### src/rtl/lsu.sv
// Load/store unit: one RAM req/ack transaction per accepted request; 3 cycles minimum (accept, req, done).
// Backpressure: stall_o holds the pipeline from acceptance until the RAM ack lands.
module lsu #(
   parameter int ADDR_W = 32,
   parameter int DATA_W = 32
) (
   input  logic              clk,
   input  logic              rstn,
   input  logic              req_valid_i,
   input  logic              mem_we_i,
   input  logic [2:0]        funct3_i,
   input  logic [ADDR_W-1:0] addr_i,
   input  logic [DATA_W-1:0] wdata_i,
   input  logic              flush_i,
   output logic              ram_req_o,
   output logic              ram_we_o,
   output logic [ADDR_W-1:0] ram_addr_o,
   output logic [DATA_W-1:0] ram_wdata_o,
   output logic [3:0]        ram_wmask_o,
   input  logic              ram_ack_i,
   input  logic [DATA_W-1:0] ram_rdata_i,
   output logic [DATA_W-1:0] mem_data_o,
   output logic              data_valid_o,
   output logic              stall_o,
   output logic              exc_o
);

   typedef enum logic [1:0] {IDLE, REQ, DONE} state_t;

   state_t            state;
   logic              flushed;
   logic [2:0]        lat_funct3;
   logic [1:0]        lat_off;
   logic              illegal_f3;
   logic              misaligned;
   logic              accept;
   logic [3:0]        st_mask;
   logic [DATA_W-1:0] st_data;
   logic [7:0]        ld_byte;
   logic [15:0]       ld_half;
   logic [DATA_W-1:0] ld_data;

   always_comb begin
      illegal_f3 = (funct3_i == 3'b011) || (funct3_i == 3'b110) || (funct3_i == 3'b111);
      misaligned = ((funct3_i[1:0] == 2'b01) && addr_i[0]) ||
                   ((funct3_i == 3'b010) && (addr_i[1:0] != 2'b00));
      exc_o      = (state == IDLE) && req_valid_i && (illegal_f3 || misaligned);
      accept     = (state == IDLE) && req_valid_i && !flush_i && !exc_o;
      stall_o    = accept || (state == REQ);
   end

   // Store lanes: bytes/halves are replicated so the mask alone picks the lane.
   always_comb begin
      st_mask = 4'b1111;
      st_data = wdata_i;
      case (funct3_i[1:0])
         2'b00: begin
            st_mask = 4'b0001 << addr_i[1:0];
            st_data = {4{wdata_i[7:0]}};
         end
         2'b01: begin
            st_mask = 4'b0011 << {addr_i[1], 1'b0};
            st_data = {2{wdata_i[15:0]}};
         end
         default: ;
      endcase
   end

   always_comb begin
      ld_byte = ram_rdata_i[7:0];
      case (lat_off)
         2'd1:    ld_byte = ram_rdata_i[15:8];
         2'd2:    ld_byte = ram_rdata_i[23:16];
         2'd3:    ld_byte = ram_rdata_i[31:24];
         default: ld_byte = ram_rdata_i[7:0];
      endcase
      ld_half = lat_off[1] ? ram_rdata_i[31:16] : ram_rdata_i[15:0];
      case (lat_funct3)
         3'b000:  ld_data = {{24{ld_byte[7]}}, ld_byte};
         3'b100:  ld_data = {24'd0, ld_byte};
         3'b001:  ld_data = {{16{ld_half[15]}}, ld_half};
         3'b101:  ld_data = {16'd0, ld_half};
         default: ld_data = ram_rdata_i;
      endcase
   end

   always_ff @(posedge clk) begin
      if (!rstn) begin
         state        <= IDLE;
         flushed      <= 1'b0;
         lat_funct3   <= 3'b000;
         lat_off      <= 2'b00;
         ram_req_o    <= 1'b0;
         ram_we_o     <= 1'b0;
         ram_addr_o   <= '0;
         ram_wdata_o  <= '0;
         ram_wmask_o  <= 4'b0000;
         mem_data_o   <= '0;
         data_valid_o <= 1'b0;
      end else begin
         case (state)
            IDLE: begin
               data_valid_o <= 1'b0;
               if (accept) begin
                  ram_req_o   <= 1'b1;
                  ram_we_o    <= mem_we_i;
                  ram_addr_o  <= {addr_i[ADDR_W-1:2], 2'b00};
                  ram_wdata_o <= st_data;
                  ram_wmask_o <= mem_we_i ? st_mask : 4'b0000;
                  lat_funct3  <= funct3_i;
                  lat_off     <= addr_i[1:0];
                  flushed     <= 1'b0;
                  state       <= REQ;
               end
            end
            REQ: begin
               // A flush cannot abort the bus cycle; it only suppresses the result.
               if (flush_i)
                  flushed <= 1'b1;
               if (ram_ack_i) begin
                  ram_req_o    <= 1'b0;
                  ram_we_o     <= 1'b0;
                  ram_wmask_o  <= 4'b0000;
                  if (!ram_we_o)
                     mem_data_o <= ld_data;
                  data_valid_o <= !ram_we_o && !flushed && !flush_i;
                  state        <= DONE;
               end
            end
            DONE: begin
               data_valid_o <= 1'b0;
               state        <= IDLE;
            end
            default: state <= IDLE;
         endcase
      end
   end

endmodule

### config.mk
export PLATFORM = sky130hd
export DESIGN_NAME = lsu
export DESIGN_NICKNAME = d
export VERILOG_FILES = /design/src/rtl/lsu.sv
export SDC_FILE = /design/constraint.sdc
export NUM_CORES = 1
export LEC_CHECK = 0
export BUFFER_PORTS_ARGS = -buffer_cell sky130_fd_sc_hd__clkbuf_2
export CAP_MARGIN = 25
export CORE_UTILIZATION = 51
export CTS_CLUSTER_DIAMETER = 60
export DETAILED_ROUTE_END_ITERATION = 6
export PLACE_DENSITY = 0.86
export SLEW_MARGIN = 20
export SYNTH_ARGS = -nofsm -noshare
export SYNTH_HDL_FRONTEND = slang
export SYNTH_SLANG_ARGS = --single-unit
### constraint.sdc
create_clock -name clk -period 3.85 [get_ports clk]
set_input_delay 1.155 -clock clk [delete_from_list [all_inputs] [get_ports clk]]
set_output_delay 1.155 -clock clk [all_outputs]
set_load 0.03 [all_outputs]
==> run_results.csv <==
group,metric,value,unit
yosys,yosysSeqAreaShare,46.4,%
global_route,grt_antenna_before_repair,0,
placed_design,gp_congestion,0.888,
setup_path,critPathKind,"in2out",
cells_and_area,area_growth_syn_to_layout,26.9,%
run,cap_violations,0,
yosys,async_flop_share,0,%
global_route,gr-usage-all-layers,27.4,%
clock_network,clk_root_buffer_cell,"clkbuf_8",
sta,slew_viol_final,0,
setup_path,cp_cell_sequence,"clkbuf_2 > nor4b_1 > o21ai_4 > nand2_1 > clkbuf_2",
floorplanning,dieArea,0.00961,mm^2
sta,slew_headroom,39.7,%
global_route,first_global_vias,4594,
route,wire_per_inst,15.0,um
power_and_ir_drop,p_leak,2.58,nW
route,vias,4903,
power_and_ir_drop,ir_drop,0.230,mV
setup_path,cpMostUsedCell,"clkbuf_2",
route,dr.pass1.iters,7,
yosys,synth_edf_count,0,
floorplanning,core_area,0.00881,mm^2
yosys,syn_avg_cell_area,8.04,um^2
setup_path,worstPathArrival,2190,ps
hold_path,worstHoldEndpoint,"ram_addr_o[12]",
status,status,"finished with violations",
clock_network,htreeDepth,3,
setup_path,slowest_delay,540,ps
hold_path,worstHoldStart,"ram_addr_o[12]",
floorplanning,die_y,98.0,um
setup_path,worstPathMaxFanout,3,
power_and_ir_drop,power.density,378,mW/mm^2
global_route,grt_max_degree,63,
status,violations,"DRC",
cells_and_area,utilization,67.8,%
yosys,yosysWarnings,0,
sta,fin_crit_sh,86.8,%
route,drtAntennaViolNets,0,
setup_path,slowest_stage,"nor4b_1",
floorplanning,ios,210,
cells_and_area,nNetsFinal,871,
sta,rsz0062_at_grt,"no",
cells_and_area,layout-drive-gt1-share,32.9,%
route,vias_per_cell,5.58,
floorplanning,rows,34,
cells_and_area,diodes,0,
setup_path,rr_worst_depth,4,
clock_network,numClockSinks,109,
clock_network,clk_latency,380,ps
placed_design,dp_hpwl,9.63,mm
placed_design,dp.cells,862,
sta,finClkSkew,9.29,ps
setup_path,worstPathRequired,2690,ps
global_route,grt-ovfl-total,0,
setup_path,timing.reg2reg.setup_slack,1520,ps
floorplanning,start_util,53.4,%
yosys,synth_area,0.00470,mm^2
clock_network,clock_path_buffers,2,
hold_path,hold_path_depth,2,
sta,hold_violations,0,
floorplanning,die_w,98.0,um
yosys,synthCells,585,
cells_and_area,fin_cells,879,
sta,worst_pin_slew,905,ps
route,drc_errors,15,
yosys,synth_seq_cells,109,
route,drt-total-wl,13.2,mm
setup_path,regToRegEndpoint,"mem_data_o[18]",
setup_path,r2r-start,"lat_off[1]",
global_route,grt_pass1_wl,21.3,mm
route,drt-initial-drc-count,152,
setup_path,cp-end-kind,"primary output",
sta,final.min_clock_period,3340,ps
hold_path,hp-class,"reg2reg",
sta,fmax,299,MHz
clock_network,clk_pin_slew_worst_paths,100,ps
clock_network,hold_buffers,0,
clock_network,cts_buffers,9,
setup_path,start_kind,"input port",
placed_design,port_buffers,207,
clock_network,postCtsSetupRepairBufs,0,
yosys,synth_flop_cell,"dfxtp_1",
sta,finalSetupViolations,0,
cells_and_area,fillers,760,
clock_network,post_cts_resized,0,
yosys,ys_types,44,
sta,fin_tns_setup,0,ps
clock_network,cts_tree,"done",
-- Yosys cell counts, types with 2 or more instances --
cell	instances	area, um^2
mux2_2	2	22.5
a21oi_1	72	360
nor3_1	2	10.0
a22o_1	7	61.3
mux2i_1	24	240
nand2b_1	4	25.0
o31ai_1	3	22.5
a311oi_1	8	70.1
buf_2	12	60.1
nor2_1	31	116
and4b_1	2	20.0
buf_4	2	15.0
clkbuf_1	31	116
o21ai_0	49	245
a31oi_1	8	50.1
a22oi_1	6	45.0
a21oi_2	10	87.6
dfxtp_1	109	2180
o211ai_1	8	60.1
buf_6	3	33.8
a211oi_1	8	60.1
inv_1	3	11.3
nand2_1	154	578
nand3_1	7	35.0
-- metrics by stage --
step                      setup slack [ps]  cell area (um^2)  power [mW]  hold slack (ps)
after CTS                              514              5960        2.26              460
after global placement                 545              5740        1.56              442
after detailed placement               513              5760        1.57              445
after global routing                   430              5970        2.34              478
after floorplan                        501              4710        1.43              445
final                                  510              5970        2.26              460
-- kinds of logic (layout without fill, tap and decap cells) --
logic type	after synthesis	in the layout	synth area share, %
mux	26	26	5.59
flops	109	109	46.4
other cells	1	2	0.0798
buf+inv	52	237	5.11
compound gates	187	187	24.3
simple gates	210	210	18.5
-- worst max path at each step --
stage	start	to	slack, ps	cells past startpoint
finish	flush_i	stall_o	510	5
detailed placement	flush_i	stall_o	510	5
CTS	flush_i	stall_o	510	5
global route	flush_i	stall_o	430	5
global placement	flush_i	stall_o	540	5
floorplan	funct3_i[0]	exc_o	500	2
-- sequential cells by signal, indices dropped and copies added (netlist names) --
name          flops
flushed           1
ram_wmask_o       4
ram_we_o          1
ram_wdata_o      32
state             2
mem_data_o       32
lat_off           2
ram_addr_o       30
data_valid_o      1
lat_funct3        3
ram_req_o         1
-- metal layers --
metal  share of wire [%]  up-vias  track usage [%]
met3                 8.6       30             7.87
met5                   0        -                0
met4                 2.9        0             11.3
li1                    -     2390                -
met2                  49      208             46.7
met1                  40     2275             32.4
-- power breakdown --
group	switching [mW]	leakage, nW	internal (mW)
Sequential	0.0245	0.884	1.17
Clock	0.404	0.0960	0.303
Combinational	0.232	1.60	0.127
-- cells in the final DEF, fill, tap and decap left out, types with 9 or more instances in the layout --
master,netlist,layout
clkbuf_2,0,207
mux2i_1,24,24
nor2_1,31,31
o21ai_0,49,49
a21oi_2,10,10
nand2_1,154,154
a21oi_1,72,72
dfxtp_1,109,109
clkbuf_8,0,9
-- critical path: cells and delay by family --
kind	cells	cell delay (ps)
and+or+nand+nor	2	620
buffers and inverters	2	300
AOI/OAI and AO/OA	1	110
-- area by class of cell --
type / instances / area, um^2 / share of cell area, %
clock inverter: 7 / 72.6 / 1.22
sequential: 109 / 2180 / 36.6
multi-input combinational: 425 / 2300 / 38.5
timing repair buffer: 217 / 1140 / 19.2
tap: 108 / 135 / 2.26
inverter: 4 / 15.0 / 0.252
clock buffer: 9 / 124 / 2.08
No activity file was read; power rests on OpenSTA's default activity.
